===== config.mk =====
export PLATFORM = sky130hd
export DESIGN_NAME = uart_rx
export DESIGN_NICKNAME = d
export VERILOG_FILES = /design/src/rtl/uart_pkg.sv /design/src/rtl/uart_rx_sync.sv /design/src/rtl/uart_rx.sv
export SDC_FILE = /design/constraint.sdc
export NUM_CORES = 1
export LEC_CHECK = 0
export CAP_MARGIN = 15
export CORE_ASPECT_RATIO = 0.7
export CORE_MARGIN = 8
export CORE_UTILIZATION = 40
export DETAILED_ROUTE_END_ITERATION = 12
export PLACE_DENSITY_LB_ADDON = 0.25
export SLEW_MARGIN = 0
export SYNTH_ARGS = -nofsm -noshare
export SYNTH_HDL_FRONTEND = slang
export SYNTH_SLANG_ARGS = --single-unit

===== constraint.sdc =====
create_clock -name clk -period 2.2 [get_ports clk]
set_input_delay 0.22 -clock clk [delete_from_list [all_inputs] [get_ports clk]]
set_output_delay 0.22 -clock clk [all_outputs]
set_load 0.01 [all_outputs]

===== src/rtl/uart_pkg.sv =====
// Shared UART definitions: frame state encoding, the common baud divider
// and the bit-voting helper used by the receiver's optional majority sampler
// (enabled with UART_RX_MAJORITY_EN in uart_rx).
package uart_pkg;

  // Frame-level states of the receiver; the same encoding is visible on the
  // receiver's debug port.
  typedef enum logic [1:0] {
    IDLE  = 2'd0,
    START = 2'd1,
    DATA  = 2'd2,
    STOP  = 2'd3
  } uart_state_e;

  // System clocks per bit; the transmitter and receiver must agree on it.
  localparam int unsigned UART_BAUD_DIV_DEFAULT = 7292;

  // Payload width of one frame.
  localparam int unsigned UART_DATA_BITS = 8;

  // 2-of-3 vote, used to reject a single-clock glitch at a sample point.
  function automatic logic maj3(input logic a, input logic b, input logic c);
    return (a & b) | (a & c) | (b & c);
  endfunction

endpackage


===== src/rtl/uart_rx_sync.sv =====
// Two-flop synchronizer for an asynchronous, idle-high input, plus a
// falling-edge detector on the synchronized value. Every flop resets to 1 so
// that an idle line produces no edge when reset is released.
module uart_rx_sync (
  input  logic clk,
  input  logic reset,
  input  logic async_in,
  output logic rx_s,
  output logic start_edge
);

  logic meta_q;
  logic sync_q;
  logic prev_q;

  // Two-stage synchronizer followed by one history flop for edge detection.
  always_ff @(posedge clk) begin
    if (reset) begin
      meta_q <= 1'b1;
      sync_q <= 1'b1;
      prev_q <= 1'b1;
    end else begin
      meta_q <= async_in;
      sync_q <= meta_q;
      prev_q <= sync_q;
    end
  end

  assign rx_s = sync_q;

  // A falling edge needs a preceding high, so a line held low fires only once.
  assign start_edge = prev_q & ~sync_q;

endmodule


===== src/rtl/uart_rx.sv =====
// UART receiver, 8N1: one start bit, eight data bits LSB first, one stop bit.
// Bit timing comes from the system clock and BAUD_RATE_DIV, the same divider
// the transmitter uses.
//
// Build option: define UART_RX_MAJORITY_EN to take every bit sample as the
// 2-of-3 vote of the synchronized line at counter limit-2, limit-1 and limit.
// Without it, each sample is the single value at the counter limit.
//
// Output protocol: there is no ready input. rx_valid pulses for exactly one
// cycle when `data` takes a new byte; the consumer must capture `data` in
// that cycle. `data` then holds until the next good frame overwrites it.
// frame_err pulses for one cycle instead of rx_valid when the stop bit is low.
module uart_rx
  import uart_pkg::*;
#(
  parameter int unsigned BAUD_RATE_DIV = UART_BAUD_DIV_DEFAULT
) (
  input  logic                      clk,
  input  logic                      reset,
  input  logic                      rx,
  output logic [UART_DATA_BITS-1:0] data,
  output logic                      rx_valid,
  output logic                      rx_busy,
  output logic                      frame_err,
  output uart_state_e               dbg_state
);

  localparam int unsigned HALF_DIV   = BAUD_RATE_DIV / 2;
  localparam logic [15:0] FULL_LIMIT = 16'(BAUD_RATE_DIV - 1);
  localparam logic [15:0] HALF_LIMIT = 16'(HALF_DIV - 1);

  uart_state_e                state;
  logic [15:0]                baud_cnt;
  logic [2:0]                 bit_cnt;
  logic [UART_DATA_BITS-1:0]  shift;
  logic                       rx_s;
  logic                       start_edge;
  logic                       sample_bit;

  uart_rx_sync u_sync (
    .clk        (clk),
    .reset      (reset),
    .async_in   (rx),
    .rx_s       (rx_s),
    .start_edge (start_edge)
  );

`ifdef UART_RX_MAJORITY_EN
  // The two previous synchronized values; together with rx_s they form the
  // three-cycle window voted on at each sample point.
  logic [1:0] hist;

  // Shift the synchronized line into the voting window every cycle.
  always_ff @(posedge clk) begin
    if (reset) begin
      hist <= 2'b11;
    end else begin
      hist <= {hist[0], rx_s};
    end
  end

  assign sample_bit = maj3(hist[1], hist[0], rx_s);
`else
  assign sample_bit = rx_s;
`endif

  // Frame sequencer: start-bit validation at half a bit, then eight data bits
  // and the stop bit, each sampled at its centre.
  always_ff @(posedge clk) begin
    if (reset) begin
      state     <= IDLE;
      baud_cnt  <= 16'd0;
      bit_cnt   <= 3'd0;
      shift     <= '0;
      data      <= '0;
      rx_valid  <= 1'b0;
      rx_busy   <= 1'b0;
      frame_err <= 1'b0;
    end else begin
      rx_valid  <= 1'b0;
      frame_err <= 1'b0;
      case (state)
        IDLE: begin
          baud_cnt <= 16'd0;
          bit_cnt  <= 3'd0;
          rx_busy  <= 1'b0;
          if (start_edge) begin
            rx_busy <= 1'b1;
            state   <= START;
          end
        end

        START: begin
          if (baud_cnt == HALF_LIMIT) begin
            baud_cnt <= 16'd0;
            if (!sample_bit) begin
              state <= DATA;
            end else begin
              // Line is high again at mid start bit: treat as a glitch.
              rx_busy <= 1'b0;
              state   <= IDLE;
            end
          end else begin
            baud_cnt <= baud_cnt + 16'd1;
          end
        end

        DATA: begin
          if (baud_cnt == FULL_LIMIT) begin
            baud_cnt <= 16'd0;
            shift    <= {sample_bit, shift[UART_DATA_BITS-1:1]};
            bit_cnt  <= bit_cnt + 3'd1;
            if (bit_cnt == 3'd7) begin
              state <= STOP;
            end
          end else begin
            baud_cnt <= baud_cnt + 16'd1;
          end
        end

        STOP: begin
          if (baud_cnt == FULL_LIMIT) begin
            baud_cnt <= 16'd0;
            if (sample_bit) begin
              data     <= shift;
              rx_valid <= 1'b1;
            end else begin
              frame_err <= 1'b1;
            end
            rx_busy <= 1'b0;
            state   <= IDLE;
          end else begin
            baud_cnt <= baud_cnt + 16'd1;
          end
        end

        default: begin
          rx_busy <= 1'b0;
          state   <= IDLE;
        end
      endcase
    end
  end

  // FSM state, for observation only.
  assign dbg_state = state;

endmodule

==> summary.txt <==
Outcome
  – Status: finished clean

Route
  – Final wirelength: around 4300 um
  – DR pass1 iterations: 4
  – Drt via density: 5.36
  – Drc violations: 0
  – Via count: 1612
  – Avg WL per Cell: 14.2 um
  – Post-DRT Antenna Nets: 0
  – DRT iter0 DRCs: between 100 and 150

Global routing
  – GRT Util Overall: 11.9%
  – Largest net degree at the start of global routing: 30
  – Gr ovfl total: 0
  – Vias in the first global route: 1413
  – Initial antenna violation count: 0
  – Global-route wire length before repair: between 7000 and 8000 um

Floorplanning
  – Die Ht: approximately 76 um
  – I/O pins: 16
  – Die area: ~7700 um2
  – DIE WIDTH: 101 um
  – Rows: 21
  – Total core area: between 4000 and 5000 um2
  – Starting Density: a little over two fifths

Logic synthesis
  – Ys flop type: dfxtp_1
  – Distinct cells, synth: between 40 and 50
  – Cell area after synthesis: ~2000 um2
  – EDFF count, synth: 0
  – Yosys reg bits: 43
  – Synth top area cells: dfxtp_1 42%, nand4_1 5.2%, nor3_1 5.2%
  – Cell taking the most area after synthesis: dfxtp_1
  – Avg Inst Size Synth: just over 9 um2
  – Post-Synthesis Cells: ~220
  – Fraction of registers with async set/reset: 0%
  – Net Count, Synth: 228
  – Synth top area share: between 40% and 50%
  – Post-synthesis sequential area ratio: 42.3%
  – Warnings from Yosys: 0

Pwr
  – P_sw: approximately 0.31 mW
  – PwrDens: between 500 and 600 nW/um2
  – Internal power: a little over 1 mW
  – Peak supply drop: 333 uV
  – Gate power share: 3.0%
  – Clock network power share: a little under two fifths
  – Leakage: between 0.7 and 0.8 nW
  – Switching share of power: between 20% and 30%
  – Sequential Power Share: between 50% and 60%

Final layout
  – Post-route non-filler standard cell count: ~300
  – Area growth syn-to-layout: 13.0%
  – Diode count: 0
  – Post-layout util: a little under half
  – Share of layout cells above drive strength 1: roughly an eighth
  – Final Net Count: ~240

Worst setup path
  – Crit. End Element: register
  – Worst EP arrival: 2140 ps
  – WS Path Type: register to register
  – CP Launch Point: baud_cnt[0]
  – Startpoint of the worst-slack reg-to-reg timing path: baud_cnt[0]
  – WP data required: 2370 ps
  – Crit path launch type: register
  – Critical-path maximum fanout: 16

Timing
  – Max-slew headroom: between 60% and 70%
  – Crit share post-route: a little under 90%
  – Setup TNS: 0 ps
  – Maximum clock rate: 0.509 GHz
  – Fin crit period: roughly 2000 ps
  – RSZ-0062 raised after global routing: no
  – Slew at the pin closest to its max-slew limit: 486 ps
  – Setup violators final: 0
  – Final Hold Viols: 0
  – Final Skew: between 5 and 6 ps
  – Fin Hold WS: ~420 ps
  – Max-slew violations: 0

Hold path
  – HP Class: register to register
  – Hold Path Origin: u_sync.meta_q

Clock tree
  – Cell at the root of the clock tree: clkbuf_8
  – # resized after CTS: 0
  – Setup bufs post-CTS: 0
  – Hold-fix buffers at CTS: 0
  – Largest buffer count on any clock path: 2
  – Clk pin slew, worst setup/hold paths: roughly 80 ps
  – Clk sink count: 43
  – Clock latency on the worst-skew pair: around 300 ps
  – H-tree Lvls: 2
  – CTS tree: yes
  – CTS Buf Count: 5

Placed design
  – GPL Wtd Cong: 0.789
  – Cell count after placement: roughly 290
  – Detail Placement HPWL: about 2900 um
  – IO buf count: 15

Job
  – Max-Cap Viols: 0
[flip-flops by register name (all words and copies together) (netlist names), named ones only]
name / cells
rx_busy: 1
u_sync.meta_q: 1
rx_valid: 1
data: 8
shift: 8
dbg_state: 1
bit_cnt: 3
frame_err: 1
u_sync.prev_q: 1
baud_cnt: 16
u_sync.rx_s: 1
[cell usage after synthesis, types with 2 or more instances]
cell type	n
dfxtp_1	43
nor3_1	21
a21oi_1	19
o21ai_0	18
nand4_1	17
nand2_1	11
xnor2_1	10
clkbuf_1	8
nand3_1	7
ha_1	4
inv_1	4
nor2_1	4
buf_4	3
buf_6	3
nand4_2	3
nor2b_1	3
nor4_1	3
or2_2	3
xor2_1	3
and2_1	2
and3_1	2
and4bb_2	2
buf_2	2
clkbuf_2	2
mux2i_1	2
nor4b_4	2
o22ai_1	2
[per-stage QoR]
stage | total power, mW | worst slack [ps] | instance area, um2
after floorplan | 0.833 | 581 | 2030
after global placement | 0.845 | 295 | 2210
after detailed placement | 0.845 | 205 | 2210
after CTS | 1.35 | 200 | 2300
after global routing | 1.39 | 47.9 | 2300
final | 1.33 | 234 | 2300
[cell usage in the layout, fill, tap and decap left out, types with 6 or more instances in the layout]
master,synthesis,layout
nand4_1,17,17
a21oi_1,19,19
o21ai_0,18,18
nand3_1,7,7
nor3_1,21,21
dfxtp_1,43,43
nand2_1,11,11
clkdlybuf4s50_1,0,15
xnor2_1,10,10
buf_4,3,6
[layer usage]
layer  vias to the layer above  GRT usage, %  share of wire, %  wire (um)
met5                         -             0                 0          0
met4                         0          4.60              0.98         42
met3                         5          4.47               8.0        340
met2                        37          14.6                38       1640
met1                       738          17.6                53       2250
li1                        832             -                 -          -
[critical path, cell delays in order, from the launching register on]
cell and delay [ps]:
dfxtp_1 400, ha_1 280, and4b_1 230, nand4_2 310
a22oi_4 520, nor3_1 100
[logic make-up (layout without fill, tap and decap cells)]
kind of cell | Yosys count | count (layout) | share of synthesized area [%]
buffers and inverters | 22 | 33 | 5.97
xor gates and xnor gates | 13 | 13 | 5.60
muxes | 2 | 2 | 0.985
and+or+nand+nor | 91 | 91 | 29.4
AOI/OAI and AO/OA | 46 | 46 | 13.3
DFF | 43 | 43 | 42.3
adders and majority gates | 4 | 4 | 2.46
[power by group through the flow]
stage | clock [mW] | combinational (mW) | sequential [mW]
6_report | 0.503 | 0.0393 | 0.787
5_1_grt | 0.556 | 0.0437 | 0.788
4_1_cts | 0.519 | 0.0398 | 0.787
3_5_place_dp | 0 | 0.0395 | 0.805
3_3_place_gp | 0 | 0.0396 | 0.805
2_1_floorplan | 0 | 0.0298 | 0.803
[path summary, 6_finish.rpt]
check | end | slack [ps] | cells after the start
setup / recovery | baud_cnt[12] | 230 | 5
setup reg to reg | baud_cnt[12] | 230 | 5
hold reg to reg | u_sync.rx_s | 420 | 1
hold / removal | u_sync.rx_s | 420 | 1
[area by class of cell]
| cell class | instances | area [um2] |
|---|---|---|
| clock inverter | 3 | 20.0 |
| tap | 69 | 86.3 |
| sequential | 43 | 861 |
| timing repair buffer | 21 | 195 |
| fill | 497 | 2540 |
| clock buffer | 5 | 68.8 |
| multi-input combinational | 156 | 1050 |
| inverter | 4 | 15.0 |
Power figures use the tool's default switching activity.
